## src/rtl/event_serializer_pkg.sv

```systemverilog
// Shared definitions for the event serializer: record defaults, marker byte, FSM encoding.
package event_serializer_pkg;

  localparam int         REC_BYTES_DEFAULT = 6;
  localparam logic [7:0] MARKER_BYTE       = 8'hFF;

  typedef enum logic {
    ST_IDLE = 1'b0,
    ST_SEND = 1'b1
  } ser_state_t;

endpackage

```

## src/rtl/event_serializer_sync_fifo.sv

```systemverilog
// Record FIFO with fall-through head and occupancy count.
// A write offered while full is refused even if a pop happens in the same cycle.
module event_serializer_sync_fifo #(
  parameter int WIDTH = 48,
  parameter int DEPTH = 16
) (
  input  logic                     clk_i,
  input  logic                     reset_i,
  input  logic                     push_i,
  input  logic [WIDTH-1:0]         data_i,
  input  logic                     pop_i,
  output logic [WIDTH-1:0]         data_o,
  output logic                     full_o,
  output logic                     empty_o,
  output logic [$clog2(DEPTH):0]   level_o
);

  localparam int AW    = $clog2(DEPTH);
  localparam int LVL_W = AW + 1;

  logic [WIDTH-1:0] mem_reg [DEPTH];
  logic [AW-1:0]    wr_ptr_reg;
  logic [AW-1:0]    rd_ptr_reg;
  logic [AW:0]      level_reg;
  logic             push_ok;
  logic             pop_ok;

  assign full_o  = (level_reg == LVL_W'(DEPTH));
  assign empty_o = (level_reg == '0);
  assign push_ok = push_i && !full_o;
  assign pop_ok  = pop_i && !empty_o;
  assign level_o = level_reg;
  // Head is visible combinationally so a pop can load it in the same cycle.
  assign data_o  = mem_reg[rd_ptr_reg];

  always_ff @(posedge clk_i) begin
    if (push_ok) begin
      mem_reg[wr_ptr_reg] <= data_i;
    end
  end

  always_ff @(posedge clk_i or posedge reset_i) begin
    if (reset_i) begin
      wr_ptr_reg <= '0;
      rd_ptr_reg <= '0;
      level_reg  <= '0;
    end else begin
      if (push_ok) wr_ptr_reg <= wr_ptr_reg + AW'(1);
      if (pop_ok)  rd_ptr_reg <= rd_ptr_reg + AW'(1);
      case ({push_ok, pop_ok})
        2'b10:   level_reg <= level_reg + LVL_W'(1);
        2'b01:   level_reg <= level_reg - LVL_W'(1);
        default: level_reg <= level_reg;
      endcase
    end
  end

endmodule

```

## src/rtl/event_serializer.sv

```systemverilog
// Buffers tag records and serializes them MSB-byte-first onto the out_mux writer port.
// Optional in-band loss markers are enabled by defining LOST_MARKER_EN.
module event_serializer
  import event_serializer_pkg::*;
#(
  parameter int REC_BYTES  = REC_BYTES_DEFAULT,
  parameter int FIFO_DEPTH = 16,
  parameter int LOST_W     = 16
) (
  input  logic                        clk_i,
  input  logic                        reset_i,
  input  logic [8*REC_BYTES-1:0]      rec_i,
  input  logic                        rec_valid_i,
  input  logic                        capture_en_i,
  input  logic                        lost_clr_i,
  output logic [LOST_W-1:0]           lost_count_o,
  output logic [$clog2(FIFO_DEPTH):0] fifo_level_o,
  output logic [7:0]                  omux_data_o,
  output logic                        omux_req_o,
  input  logic                        omux_sel_i
);

  localparam int REC_W  = 8 * REC_BYTES;
  localparam int BIDX_W = (REC_BYTES > 1) ? $clog2(REC_BYTES) : 1;
  localparam logic [BIDX_W-1:0] LAST_IDX = BIDX_W'(REC_BYTES - 1);

  logic [REC_W-1:0]  push_data;
  logic [REC_W-1:0]  head_data;
  logic              push;
  logic              pop;
  logic              drop;
  logic              fifo_full;
  logic              fifo_empty;
  logic              wr_attempt;

  ser_state_t        state_reg;
  logic [REC_W-1:0]  shreg_reg;
  logic [BIDX_W-1:0] byte_idx_reg;
  logic [LOST_W-1:0] lost_count_reg;

  assign wr_attempt = rec_valid_i && capture_en_i;

`ifdef LOST_MARKER_EN
  logic              lost_pending_reg;
  logic [LOST_W-1:0] lost_since_reg;
  logic              marker_push;
  logic [REC_W-1:0]  marker_rec;

  // While a loss is pending every record is refused, so the marker lands in stream order.
  always_comb begin
    marker_rec                 = '0;
    marker_rec[REC_W-1 -: 8]   = MARKER_BYTE;
    marker_rec[LOST_W-1:0]     = lost_since_reg;
    marker_push                = lost_pending_reg && !fifo_full && !rec_valid_i;
    drop                       = wr_attempt && (fifo_full || lost_pending_reg);
    push                       = marker_push || (wr_attempt && !fifo_full && !lost_pending_reg);
    push_data                  = marker_push ? marker_rec : rec_i;
  end

  always_ff @(posedge clk_i or posedge reset_i) begin
    if (reset_i) begin
      lost_pending_reg <= 1'b0;
      lost_since_reg   <= '0;
    end else if (marker_push) begin
      lost_pending_reg <= 1'b0;
      lost_since_reg   <= '0;
    end else if (drop) begin
      lost_pending_reg <= 1'b1;
      if (lost_since_reg != '1) lost_since_reg <= lost_since_reg + LOST_W'(1);
    end
  end
`else
  always_comb begin
    drop      = wr_attempt && fifo_full;
    push      = wr_attempt && !fifo_full;
    push_data = rec_i;
  end
`endif

  assign pop = (state_reg == ST_IDLE) && !fifo_empty;

  event_serializer_sync_fifo #(
    .WIDTH (REC_W),
    .DEPTH (FIFO_DEPTH)
  ) u_fifo (
    .clk_i   (clk_i),
    .reset_i (reset_i),
    .push_i  (push),
    .data_i  (push_data),
    .pop_i   (pop),
    .data_o  (head_data),
    .full_o  (fifo_full),
    .empty_o (fifo_empty),
    .level_o (fifo_level_o)
  );

  always_ff @(posedge clk_i or posedge reset_i) begin
    if (reset_i) begin
      state_reg    <= ST_IDLE;
      shreg_reg    <= '0;
      byte_idx_reg <= '0;
    end else begin
      case (state_reg)
        ST_IDLE: begin
          if (!fifo_empty) begin
            shreg_reg    <= head_data;
            byte_idx_reg <= '0;
            state_reg    <= ST_SEND;
          end
        end
        ST_SEND: begin
          if (omux_sel_i) begin
            if (byte_idx_reg == LAST_IDX) begin
              state_reg <= ST_IDLE;
            end else begin
              shreg_reg    <= shreg_reg << 8;
              byte_idx_reg <= byte_idx_reg + BIDX_W'(1);
            end
          end
        end
        default: state_reg <= ST_IDLE;
      endcase
    end
  end

  // Request drops in the cycle the last byte is taken so out_mux re-arbitrates between records.
  assign omux_req_o  = (state_reg == ST_SEND) && !(omux_sel_i && (byte_idx_reg == LAST_IDX));
  assign omux_data_o = (state_reg == ST_SEND) ? shreg_reg[REC_W-1 -: 8] : 8'h00;

  always_ff @(posedge clk_i or posedge reset_i) begin
    if (reset_i) begin
      lost_count_reg <= '0;
    end else if (lost_clr_i) begin
      lost_count_reg <= '0;
    end else if (drop && (lost_count_reg != '1)) begin
      lost_count_reg <= lost_count_reg + LOST_W'(1);
    end
  end

  assign lost_count_o = lost_count_reg;

endmodule

```

## config.mk

```make
export PLATFORM = sky130hd
export DESIGN_NAME = event_serializer
export DESIGN_NICKNAME = d
export VERILOG_FILES = /design/src/rtl/event_serializer_pkg.sv /design/src/rtl/event_serializer_sync_fifo.sv /design/src/rtl/event_serializer.sv
export SDC_FILE = /design/constraint.sdc
export NUM_CORES = 1
export LEC_CHECK = 0
export CAP_MARGIN = 20
export CORE_AREA = 3 3 186 369
export DETAILED_ROUTE_END_ITERATION = 8
export DIE_AREA = 0 0 189 372
export MAX_ROUTING_LAYER = met4
export PLACE_DENSITY = 0.66
export SLEW_MARGIN = 0
export SYNTH_ARGS = -nofsm -noshare
export SYNTH_HDL_FRONTEND = slang
export SYNTH_SLANG_ARGS = --single-unit
```

## constraint.sdc

```tcl
create_clock -name clk_i -period 5.9 [get_ports clk_i]
set_input_delay 1.18 -clock clk_i [delete_from_list [all_inputs] [get_ports clk_i]]
set_output_delay 1.18 -clock clk_i [all_outputs]
set_load 0.02 [all_outputs]
```

# == Word-level counts from Yosys, hierarchy flattened ==
# Memory sizes are Yosys's and may differ from the RTL's.
# Index checks and enable logic that the tools add are counted.
# W data, S select, Z words.
# classes
n_reduce_logical,16
n_lt_le_gt_ge,0
eq_ne,8
n_mux,18
n_div,0
bitwise,1
n_mul,0
n_shift,0
add_sub_neg,6
# op_table
cell,count
$mux W48,3
$pmux W48 S2,1
$mux W16,2
$add A16 B1 Y16 const B,1
$ne A16 B16 Y1 const B,1
$pmux W5 S2,1
$logic_and A1 B1 Y1,9
$mux W3,3
$add A4 B1 Y4 const B,2
$mux W8,1
$ne A2 B2 Y1 const B,3
$pmux W3 S2,1
$add A5 B1 Y5 const B,1
$eq A5 B5 Y1 const B,1
$logic_not A5 Y1,1
$mux W1,5
$sub A5 B1 Y5 const B,1
$reduce_bool A2 Y1,2
$add A3 B1 Y3 const B,1
$eq A3 B3 Y1 const B,1
$logic_not A1 Y1,3
$reduce_and A3 Y1,1
$eq A2 B1 Y1 const B,1
$eq A2 B2 Y1 const B,1
other kinds (2),2
# word_totals
ramBits,768
mem_bits_ro,0
mem_count,1
elab_cells,57
output_inout_bits,30
reg_bits,81
inputBits,54
latchBits,0
# mem_list
name,words,word_bits,read_ports,rd_ports_with_merged_regs,write_ports,line_no,rtl
u_fifo.mem_reg,16,48,1,0,1,event_serializer_sync_fifo.sv:21,logic [WIDTH-1:0] mem_reg [DEPTH];

# == Longest topological paths before layout ==
# logic_depth
word_depth,6
depth_mapped,15
ltp_nobuf,12

# == Cells and area by module ==
# A second synthesis with hierarchy kept.
# hier_totals
hier_cells,1847
area_unflattened_um2,33703.6
# modules_own_cells
mod,n_inst,area_each_um2,seq_area_each_um2,cells_each
event_serializer_sync_fifo,1,30410.4,23387.4,1520
event_serializer,1,3293.2,1701.6,327

# == Worst setup path after synthesis ==
# OpenSTA, ideal clock, no wires.
# synth_timing
path_kind,input to register
startpoint,input rec_valid_i
endpoint,memory u_fifo.mem_reg[10][0] (enable)
cell_stages,5
n_path_buf,1
setup_slack_ns,2.445
setup_time_ns,0.410
arrival_ns,3.045
t_required_ns,5.490
path_cell_list,and3_1 > buf_2 > inv_1 > nor3b_1 > and2_1
# synth_between
elab_chain_cells,5
# synth_lines
item,line_no,rtl
"start, declared",event_serializer.sv:13,"input logic rec_valid_i,"
$logic_and A1 B1 Y1,event_serializer.sv:41,assign wr_attempt = rec_valid_i && capture_en_i;
$logic_and A1 B1 Y1,event_serializer.sv:75,push = wr_attempt && !fifo_full;
$logic_and A1 B1 Y1,event_serializer_sync_fifo.sv:30,assign push_ok = push_i && !full_o;
$mux W1,event_serializer_sync_fifo.sv:37,if (push_ok) begin
$mux W1 (implied by the code),event_serializer_sync_fifo.sv:38,mem_reg[wr_ptr_reg] <= data_i;
"end, declared",event_serializer_sync_fifo.sv:21,
# No other way between the ends.

# == Final worst setup path ==
# layout_timing
startpoint,input omux_sel_i
endpoint,output omux_req_o
# layout_between
elab_chain_cells,3
# layout_lines
item,line_no,rtl
"start, declared",event_serializer.sv:20,input logic omux_sel_i
$logic_and A1 B1 Y1,event_serializer.sv:127,assign omux_req_o = (state_reg == ST_SEND) && !(omux_sel_i && (byte_idx_reg == LAST_IDX));
$logic_not A1 Y1,event_serializer.sv:127,
$logic_and A1 B1 Y1,event_serializer.sv:127,
"end, declared",event_serializer.sv:19,"output logic omux_req_o,"
# No other way between the ends.

==> qor.csv <==
stage;metric;value;unit
outcome;status;finished clean;
global_routing;grt peak-use layer;met2;
yosys;Syn. warnings;0;
final_layout;Finished Core Util;0.557;
placed_design;DP Wirelength;38300;um
pwr;Power Dens Cells;449;mW/mm^2
yosys;Cell Area, Synth;0.0328;sq mm
routing;drt drc;0;
placed_design;IO buf count;83;
timing;unrepaired setup endpoints after global routing;false;
final_layout;Layout area overhead;12.3;%
floorplan;I/O pins;84;
floorplan;Die Y;372;um
clocking;CTS resizes;0;
final_layout;fin cells;2600;
routing;Pre-antenna DRT Iters;5;
critical_path;Critical Path Fanout Max;3;
clocking;number of setup buffers added after CTS;0;
final_layout;fin nets;1731;
final_layout;commonest non-fill, non-tap cells in the layout;edfxtp_1 (768), mux4_2 (192), a21oi_1 (128), a22oi_1 (89), clkdlybuf4s50_1 (83);
routing;post-route ant nets;0;
yosys;syn avg cell area;20.6;sq um
timing;Tcrit/Tclk final;0.618;
placed_design;routability cong.;0.745;
clocking;root buffer cell;clkbuf_16;
global_routing;pin count of the biggest net entering global routing;81;
floorplan;Horiz. Die Dim;189;um
routing;Via density;6.01;
routing;DR WL/cell;27.3;um
hold_path;hold path depth;1;
global_routing;M1 GR Usage;0.251;
yosys;Distinct cells, synth;45;
timing;Slew headroom;0.288;
global_routing;GR Util met3;0.0308;
timing;fmax;274;MHz
final_layout;share of cells above drive strength 1;0.206;
floorplan;Core Region;0.0661;sq mm
global_routing;met2 Use GR;0.366;
final_layout;max FFs per register;768;
floorplan;Initial Util;0.496;
timing;max-slew violations;0;
floorplan;die area;0.0703;sq mm
critical_path;Arr. time, crit path;2.47;ns
hold_path;hold crit path type;register to register;
clocking;CTS tree;built;
critical_path;Worst path max stage delay;0.63;ns
timing;count of final hold-check violations;0;
critical_path;Critical Path Source;omux_sel_i;
clocking;cts hold-fix bufs;0;
yosys;register area share after synthesis;0.766;
clocking;worst-case clock buffer depth;3;
clocking;CTS buffer count;73;
clocking;Clock Pin Slew Worst Setup and Hold Paths;0.06;ns
clocking;# clock sinks;849;
clocking;H-tree level count;3;
timing;Final Critical Period;3.65;ns
pwr;Static Leakage;0.0116;uW
placed_design;placed cell count;2467;
critical_path;Max stage delay cell, worst path;clkdlybuf4s50_1;
pwr;peak supply drop;0.360;mV
yosys;Synth Net Count;1653;
timing;Worst Max-Slew Pin Slew;1.07;ns
flow_run;Max Cap Violations;0;
critical_path;crit-path cells;clkdlybuf4s50_1, a31oi_1, clkdlybuf4s50_1;
routing;Vias;15600;
timing;clk_skew;0.0177;ns
global_routing;grt ovf;0;
global_routing;vias in the first global route;16700;
hold_path;HP Start;shreg_reg[4];
timing;Setup TNS Final;0;ns
critical_path;Critical Path Sink Type;output port;
global_routing;first-pass GRT wire length;106000;um
critical_path;data required time of the worst path;4.72;ns
routing;WL final;70900;um
critical_path;critical path class;input pin to output port;
global_routing;gr usage total;0.211;
timing;Final Setup Violations;0;
critical_path;FF-to-FF path depth;6;
critical_path;crit start category;input pin;
routing;Detailed Route Iter0 Violations;1223;
yosys;synthesis-stage register bit count;849;
global_routing;initial antenna violation count;1;
critical_path;worst r2r src;u_fifo.rd_ptr_reg[2];
yosys;Cells after Synth;1587;
final_layout;commonest non-fill, non-tap cell in the layout;edfxtp_1;
clocking;worst skew pair latency;0.60;ns
critical_path;Worst path most repeated cell;clkdlybuf4s50_1;
floorplan;Core Rows;133;
worst max-delay path, delay by kind of cell:
kind	cells	cell delay, ns
buf+inv	2	1.07
compound gates	1	0.22
worst paths after layout:
path	slack (ns)	end
worst min register to register	0.52	shreg_reg[4]
max in group asynchronous	3.84	u_fifo.rd_ptr_reg[0]
worst min-delay path	0.52	shreg_reg[4]
min in group asynchronous	1.05	lost_count_o[5]
worst max register to register	2.67	shreg_reg[46]
worst max-delay path	2.25	omux_req_o
metal layers:
metal | wire, um | vias up | share of wire
li1 | - | 6686 | -
met1 | 26800 | 8298 | 0.38
met2 | 38100 | 500 | 0.54
met3 | 3460 | 146 | 0.049
met4 | 2610 | 0 | 0.037
met5 | 0 | - | 0
cell families (layout without fill, tap and decap cells):
family	Yosys count	in the layout	share of synthesized area
mux	200	200	0.135
fa+ha+maj	12	12	0.00458
buf+inv	105	240	0.0163
compound gates	245	245	0.0466
xor+xnor	24	24	0.00642
flops	849	849	0.766
other cells	0	1	0
simple gates	152	152	0.0257
stage by stage:
step	instance area [sq um]	setup WS (ns)	power, uW	hold WS, ns
2_1_floorplan	32800	2.44	10600	0.473
3_3_place_gp	34500	2.02	11900	0.491
3_5_place_dp	34500	1.85	12000	0.498
4_1_cts	36800	2.24	16700	0.513
5_1_grt	36800	2.16	17200	0.547
6_report	36800	2.25	16500	0.516
layout make-up:
type	count	area, sq um
timing repair buffer	99	1010
tap	877	1100
inverter	9	36.3
clock buffer	92	1970
fill	4961	29300
sequential	849	25100
multi-input combinational	633	7210
antenna	1	2.50
clock inverter	40	372
where the power goes:
part / switching (uW) / internal, uW / leakage (uW)
registers: 525 / 7060 / 0.00790
clock network: 2130 / 2610 / 0.00114
logic: 2250 / 1970 / 0.00259
Yosys cell counts (all sizes together):
library cell / instances / area [sq um]
a211oi: 6 / 57.6
a21bo: 1 / 10.0
a21o: 1 / 7.51
a21oi: 129 / 649
a22o: 8 / 70.1
a22oi: 89 / 668
a31oi: 2 / 12.5
and2: 21 / 131
and3: 4 / 25.0
and4: 8 / 70.1
buf: 45 / 310
clkbuf: 51 / 191
dfrtp: 81 / 2030
edfxtp: 768 / 23100
ha: 12 / 150
inv: 9 / 33.8
mux2: 4 / 45.0
mux2i: 4 / 40.0
mux4: 192 / 4320
nand2: 19 / 71.3
nand2b: 2 / 12.5
nand3: 7 / 35.0
nand3b: 1 / 7.51
nand4: 5 / 46.3
nor2: 60 / 225
nor2b: 9 / 56.3
nor3: 4 / 20.0
nor3b: 3 / 22.5
nor4: 7 / 104
nor4b: 1 / 8.76
o211ai: 1 / 7.51
o21a: 1 / 7.51
o21ai: 5 / 25.0
o22ai: 2 / 12.5
or2: 1 / 6.26
xnor2: 18 / 158
xor2: 6 / 52.6
Note: power is estimated with default switching activity, not from simulation.
